$ cat src/rtl/bin_stage_sched.sv
// Sequencer for the gray -> binarize pipeline: launches each stage in turn,
// supervises it with a RUN timeout, and arbitrates the single shared RAM port.
module bin_stage_sched #(
  parameter int TIMEOUT_CYCLES = 2**21,
  parameter int ADDR_WIDTH     = 20,
  parameter int BYTE_WIDTH     = 8
) (
  input  logic                  clk,
  input  logic                  rst,
  input  logic                  start,
  input  logic                  abort,
  output logic                  gray_clr,
  output logic                  gray_start,
  input  logic                  gray_done,
  input  logic                  gray_ren,
  input  logic                  gray_wen,
  input  logic [ADDR_WIDTH-1:0] gray_addr,
  input  logic [BYTE_WIDTH-1:0] gray_d,
  output logic                  bin_clr,
  output logic                  bin_start,
  input  logic                  bin_done,
  input  logic                  bin_ren,
  input  logic                  bin_wen,
  input  logic [ADDR_WIDTH-1:0] bin_addr,
  input  logic [BYTE_WIDTH-1:0] bin_d,
  output logic                  ram_ren,
  output logic                  ram_wen,
  output logic [ADDR_WIDTH-1:0] ram_addr,
  output logic [BYTE_WIDTH-1:0] ram_d,
  output logic                  busy,
  output logic                  job_done,
  output logic                  error,
  output logic                  conflict
);

  localparam int CW = $clog2(TIMEOUT_CYCLES) + 1;
  localparam logic [CW-1:0] CNT_MAX = '1;
  localparam logic [CW-1:0] CNT_LAST = CW'(TIMEOUT_CYCLES - 1);

  typedef enum logic [3:0] {
    S_IDLE, S_GRAY_CLR, S_GRAY_START, S_GRAY_RUN,
    S_BIN_CLR, S_BIN_START, S_BIN_RUN, S_DONE, S_ERROR
  } state_t;

  state_t        state;
  state_t        state_nxt;
  logic [CW-1:0] cnt;
  logic          in_run;
  logic          timeout;
  logic          start_ok;
  logic          gray_own;
  logic          bin_own;

  assign in_run   = (state == S_GRAY_RUN) || (state == S_BIN_RUN);
  assign timeout  = (cnt == CNT_LAST);
  assign start_ok = start && !abort && ((state == S_IDLE) || (state == S_ERROR));
  assign gray_own = (state == S_GRAY_CLR) || (state == S_GRAY_START) || (state == S_GRAY_RUN);
  assign bin_own  = (state == S_BIN_CLR) || (state == S_BIN_START) || (state == S_BIN_RUN);

  always_ff @(posedge clk or posedge rst) begin
    if (rst) state <= S_IDLE;
    else     state <= state_nxt;
  end

  // Abort outranks everything; within a RUN state done outranks timeout.
  always_comb begin
    state_nxt = state;
    if (abort) begin
      state_nxt = S_IDLE;
    end else begin
      case (state)
        S_IDLE, S_ERROR: if (start) state_nxt = S_GRAY_CLR;
        S_GRAY_CLR:      state_nxt = S_GRAY_START;
        S_GRAY_START:    state_nxt = S_GRAY_RUN;
        S_GRAY_RUN: begin
          if (gray_done)    state_nxt = S_BIN_CLR;
          else if (timeout) state_nxt = S_ERROR;
        end
        S_BIN_CLR:       state_nxt = S_BIN_START;
        S_BIN_START:     state_nxt = S_BIN_RUN;
        S_BIN_RUN: begin
          if (bin_done)     state_nxt = S_DONE;
          else if (timeout) state_nxt = S_ERROR;
        end
        S_DONE:          state_nxt = S_IDLE;
        default:         state_nxt = S_IDLE;
      endcase
    end
  end

  // Held at zero outside RUN, so every RUN entry starts from zero.
  always_ff @(posedge clk or posedge rst) begin
    if (rst)                 cnt <= '0;
    else if (!in_run)        cnt <= '0;
    else if (cnt != CNT_MAX) cnt <= cnt + 1'b1;
  end

  always_ff @(posedge clk or posedge rst) begin
    if (rst) begin
      ram_ren  <= 1'b0;
      ram_wen  <= 1'b0;
      ram_addr <= '0;
      ram_d    <= '0;
    end else if (gray_own) begin
      ram_ren  <= gray_ren;
      ram_wen  <= gray_wen;
      ram_addr <= gray_addr;
      ram_d    <= gray_d;
    end else if (bin_own) begin
      ram_ren  <= bin_ren;
      ram_wen  <= bin_wen;
      ram_addr <= bin_addr;
      ram_d    <= bin_d;
    end else begin
      ram_ren  <= 1'b0;
      ram_wen  <= 1'b0;
    end
  end

  always_ff @(posedge clk or posedge rst) begin
    if (rst)
      conflict <= 1'b0;
    else if (start_ok)
      conflict <= 1'b0;
    else if (((state == S_GRAY_RUN) && (bin_ren || bin_wen)) ||
             ((state == S_BIN_RUN) && (gray_ren || gray_wen)))
      conflict <= 1'b1;
  end

  assign gray_clr   = (state == S_GRAY_CLR);
  assign gray_start = (state == S_GRAY_START);
  assign bin_clr    = (state == S_BIN_CLR);
  assign bin_start  = (state == S_BIN_START);
  assign job_done   = (state == S_DONE);
  assign error      = (state == S_ERROR);
  assign busy       = (state != S_IDLE) && (state != S_ERROR);

endmodule

$ cat config.mk
export PLATFORM = sky130hd
export DESIGN_NAME = bin_stage_sched
export DESIGN_NICKNAME = d
export VERILOG_FILES = /design/src/rtl/bin_stage_sched.sv
export SDC_FILE = /design/constraint.sdc
export NUM_CORES = 1
export LEC_CHECK = 0
export ABC_AREA = 1
export CAP_MARGIN = 20
export CORE_UTILIZATION = 48
export CTS_CLUSTER_SIZE = 12
export DETAILED_ROUTE_END_ITERATION = 7
export GPL_ROUTABILITY_DRIVEN = 0
export GPL_TIMING_DRIVEN = 0
export PLACE_DENSITY = 0.86
export SYNTH_ARGS = -nofsm -noshare
export SYNTH_HDL_FRONTEND = slang
export SYNTH_SLANG_ARGS = --single-unit
export TNS_END_PERCENT = 30
$ cat constraint.sdc
create_clock -name clk -period 3.65 [get_ports clk]
set_input_delay 0.73 -clock clk [delete_from_list [all_inputs] [get_ports clk]]
set_output_delay 0.73 -clock clk [all_outputs]
set_load 0.01 [all_outputs]
==> impl_metrics.yaml <==
min_path:
  hold_path_depth: 2
  hold_path_class: "register to register"
yosys:
  ys_warn_count: 0
  synth_area_sq_um: 3290
  synthTopCellsByArea: "dfrtp_1 (43%), nand2_1 (12%), nor2_1 (6.6%), o21ai_2 (5.3%), inv_1 (5.0%)"
  synth_top_area_cell: "dfrtp_1"
  seq_area_frac_synth_pct: 43.3
  ys_types: 34
  synth_top_cell_area_share_pct: 43.3
  syn-mean-instance-area_sq_um: 7.65
  ys_ff_latch: 57
  synth_nets: 497
  synth_cells: 430
timing:
  rsz0062_at_grt: "no"
  setup_viol: 0
  period_share_pct: 70.1
  skew_ns: 0.00777
  hold_violations: 0
  finalSetupTns_ns: 0
  fmax_mhz: 391
  maxSlewHeadroom_pct: 70.5
  worst_pin_slew_ns: 0.439
  slew_viol_final: 0
  period_minus_slack_ns: 2.56
  worst_slack_ns: 1.09
detailed_routing:
  post_drt_via_cell_ratio: 5.23
  wl_per_cell_microns: 14.3
  dr.pass1.iters: 6
  first_iter_violations: 158
  vias: 3277
  ant_nets: 0
  routed_wl_microns: 8970
  remaining_drc_errors: 1
power_and_ir_drop:
  swShare_pct: 38.1
  p_int_mw: 1.80
  powerDensity_nw_per_um2: 631
  power_frac_clock_pct: 18.3
  p_comb_share_pct: 50.0
  max-vdd-ir-drop_mv: 0.427
  pwr-share-seq_pct: 31.7
  p_switching_mw: 1.11
  p_leak_nw: 2.11
placed_design:
  place_ws_ns: 1.46
  io_buffer_count: 103
  dp_hpwl_microns: 6830
final_layout:
  area_growth_pct: 40.2
  nets: 612
  drive_gt1_share_pct: 12.7
  insertedDiodeCount: 0
flow_run:
  drv_cap: 0
outcome:
  violations: "design-rule violations"
  status: "finished, violations left"
die:
  core_area_sq_um: 6490
  fp.dieW_microns: 84.8
  initial_core_util_pct: 50.7
  die_y_microns: 84.8
  die-area_sq_um: 7190
  std_cell_rows: 29
  num_io_pins: 104
critical_path:
  worstPathArrival_ns: 1.83
  crit_path_end_kind: "primary output"
  cp-start-kind: "register"
  reg2reg_depth: 8
  crit_type: "register to primary output"
  critPathRequiredTime_ns: 2.92
  path_max_fanout: 5
global_route:
  grt_max_degree: 41
  antenna_found_initial: 0
  track_usage_pct: 26.4
  grt_pass1_vias: 3328
  grt_overflow: 0
  grt_pass1_wl_microns: 14800
clocking:
  cts_resized: 0
  insertion_delay_ns: 0.34
  htree_levels: 3
  cts_tree: "yes"
  cts.sinks: 57
  postCtsSetupRepairBufs: 0
  clock-root-buffer: "clkbuf_8"
  clockBufferDepth: 2
  clk_pin_slew_ns: 0.06
  holdBufCountCts: 0
  cts_buffers: 9
## registers in the layout (all words and copies together), names as in the netlist
name,flops
ram_ren,1
state,4
ram_wen,1
ram_addr,20
ram_d,8
conflict,1
cnt,22
## cell type report
class	count	area (sq um)
sequential	57	1430
clock buffer	13	159
multi-input combinational	310	1550
tap	77	96.3
clock inverter	3	15.0
fill	501	1880
timing repair buffer	104	1050
inverter	49	184
buffer	14	134
## routing by layer
layer / track usage, % / up-vias / routed length, microns
li1: - / 1626 / -
met1: 32.1 / 1499 / 3640
met5: 0 / - / 0
met3: 5.51 / 27 / 571
met2: 44.1 / 125 / 4470
met4: 14.5 / 0 / 290
## cells in the final DEF, fill, tap and decap left out
cell type	count
nor3_2	1
clkdlybuf4s50_1	103
nand3_2	1
a22oi_1	1
nor3_1	11
nand2_2	2
nor2_4	1
inv_1	43
nand2_1	101
buf_12	2
o21ai_4	1
nor2_1	58
clkinv_2	3
dfrtp_1	57
clkbuf_1	2
ha_1	1
nand4_1	7
inv_2	6
a21boi_1	1
a21oi_1	4
buf_4	3
nand3_4	2
o21ai_2	20
buf_8	1
buf_2	4
clkbuf_8	11
o21ai_0	33
a21o_1	1
a31oi_1	2
nor2_2	1
nand3_1	32
o31ai_1	1
buf_6	5
nand2_4	3
or2_2	3
xor2_1	2
a32oi_1	1
o21ai_1	19
## Yosys cell counts
cell type and number:
xor2_1 2, nand2_2 2, o21ai_4 1, nand3_1 32
buf_8 1, nand2_4 3, buf_2 4, nand3_4 2
inv_1 44, or2_2 3, nor2_1 58, o21ai_0 33
a32oi_1 1, nor2_4 1, inv_2 5, a22oi_1 1
buf_12 1, buf_6 5, nand2_1 101, nand4_1 7
o21ai_2 20, a31oi_1 2, nor3_2 1, ha_1 1
buf_4 3, a21oi_1 4, nor3_1 11, a21o_1 1
o31ai_1 1, a21boi_1 1, nor2_2 1, nand3_2 1
dfrtp_1 57, o21ai_1 19
## power groups by stage
stage	Clock [mW]	Combinational, mW	Sequential [mW]
after global placement	0	1.42	0.927
after CTS	0.536	1.47	0.924
final	0.533	1.46	0.923
after global routing	0.560	1.59	0.945
after floorplan	0	0.754	1.00
after detailed placement	0	1.47	0.928
## cell families (layout without fill, tap and decap cells)
family	after synthesis	after routing	share of synthesized area, %
and+or+nand+nor	223	223	30.2
AOI/OAI and AO/OA	84	84	15.9
buffers and inverters	63	183	9.66
DFF	57	57	43.3
xor gates and xnor gates	2	2	0.532
adders and majority gates	1	1	0.380
## path summary, 6_finish.rpt
| kind | from | end | slack, ns |
|---|---|---|---|
| worst max-delay path | state[3]$_DFFE_PP0P_ | gray_start | 1.09 |
| worst min-delay path | ram_addr[19]$_DFFE_PP0P_ | ram_addr[19]$_DFFE_PP0P_ | 0.48 |
| worst max register to register | cnt[0]$_DFFE_PP0P_ | cnt[21]$_DFFE_PP0P_ | 1.87 |
| worst min register to register | ram_addr[19]$_DFFE_PP0P_ | ram_addr[19]$_DFFE_PP0P_ | 0.48 |
| max in group asynchronous | rst | cnt[11]$_DFFE_PP0P_ | 2.40 |
| min in group asynchronous | rst | ram_addr[17]$_DFFE_PP0P_ | 0.69 |
## through the flow
step                      instances  cell area, sq um  hold slack [ns]  utilization (%)  total power, mW
after floorplan                 430              3290            0.454                -             1.76
after global placement          610              4420            0.467             68.0             2.35
after detailed placement        611              4440            0.471             68.3             2.39
after CTS                       627              4610            0.487             71.0             2.93
after global routing            627              4610            0.496             71.0             3.10
final                           627              4610            0.485             71.0             2.91
## worst max-delay path: stages (launching register included)
cell	delay, ns
dfrtp_1	0.40
inv_1	0.17
nand2_1	0.19
nor2_1	0.17
clkdlybuf4s50_1	0.56
(Power assumes the default switching activity.)
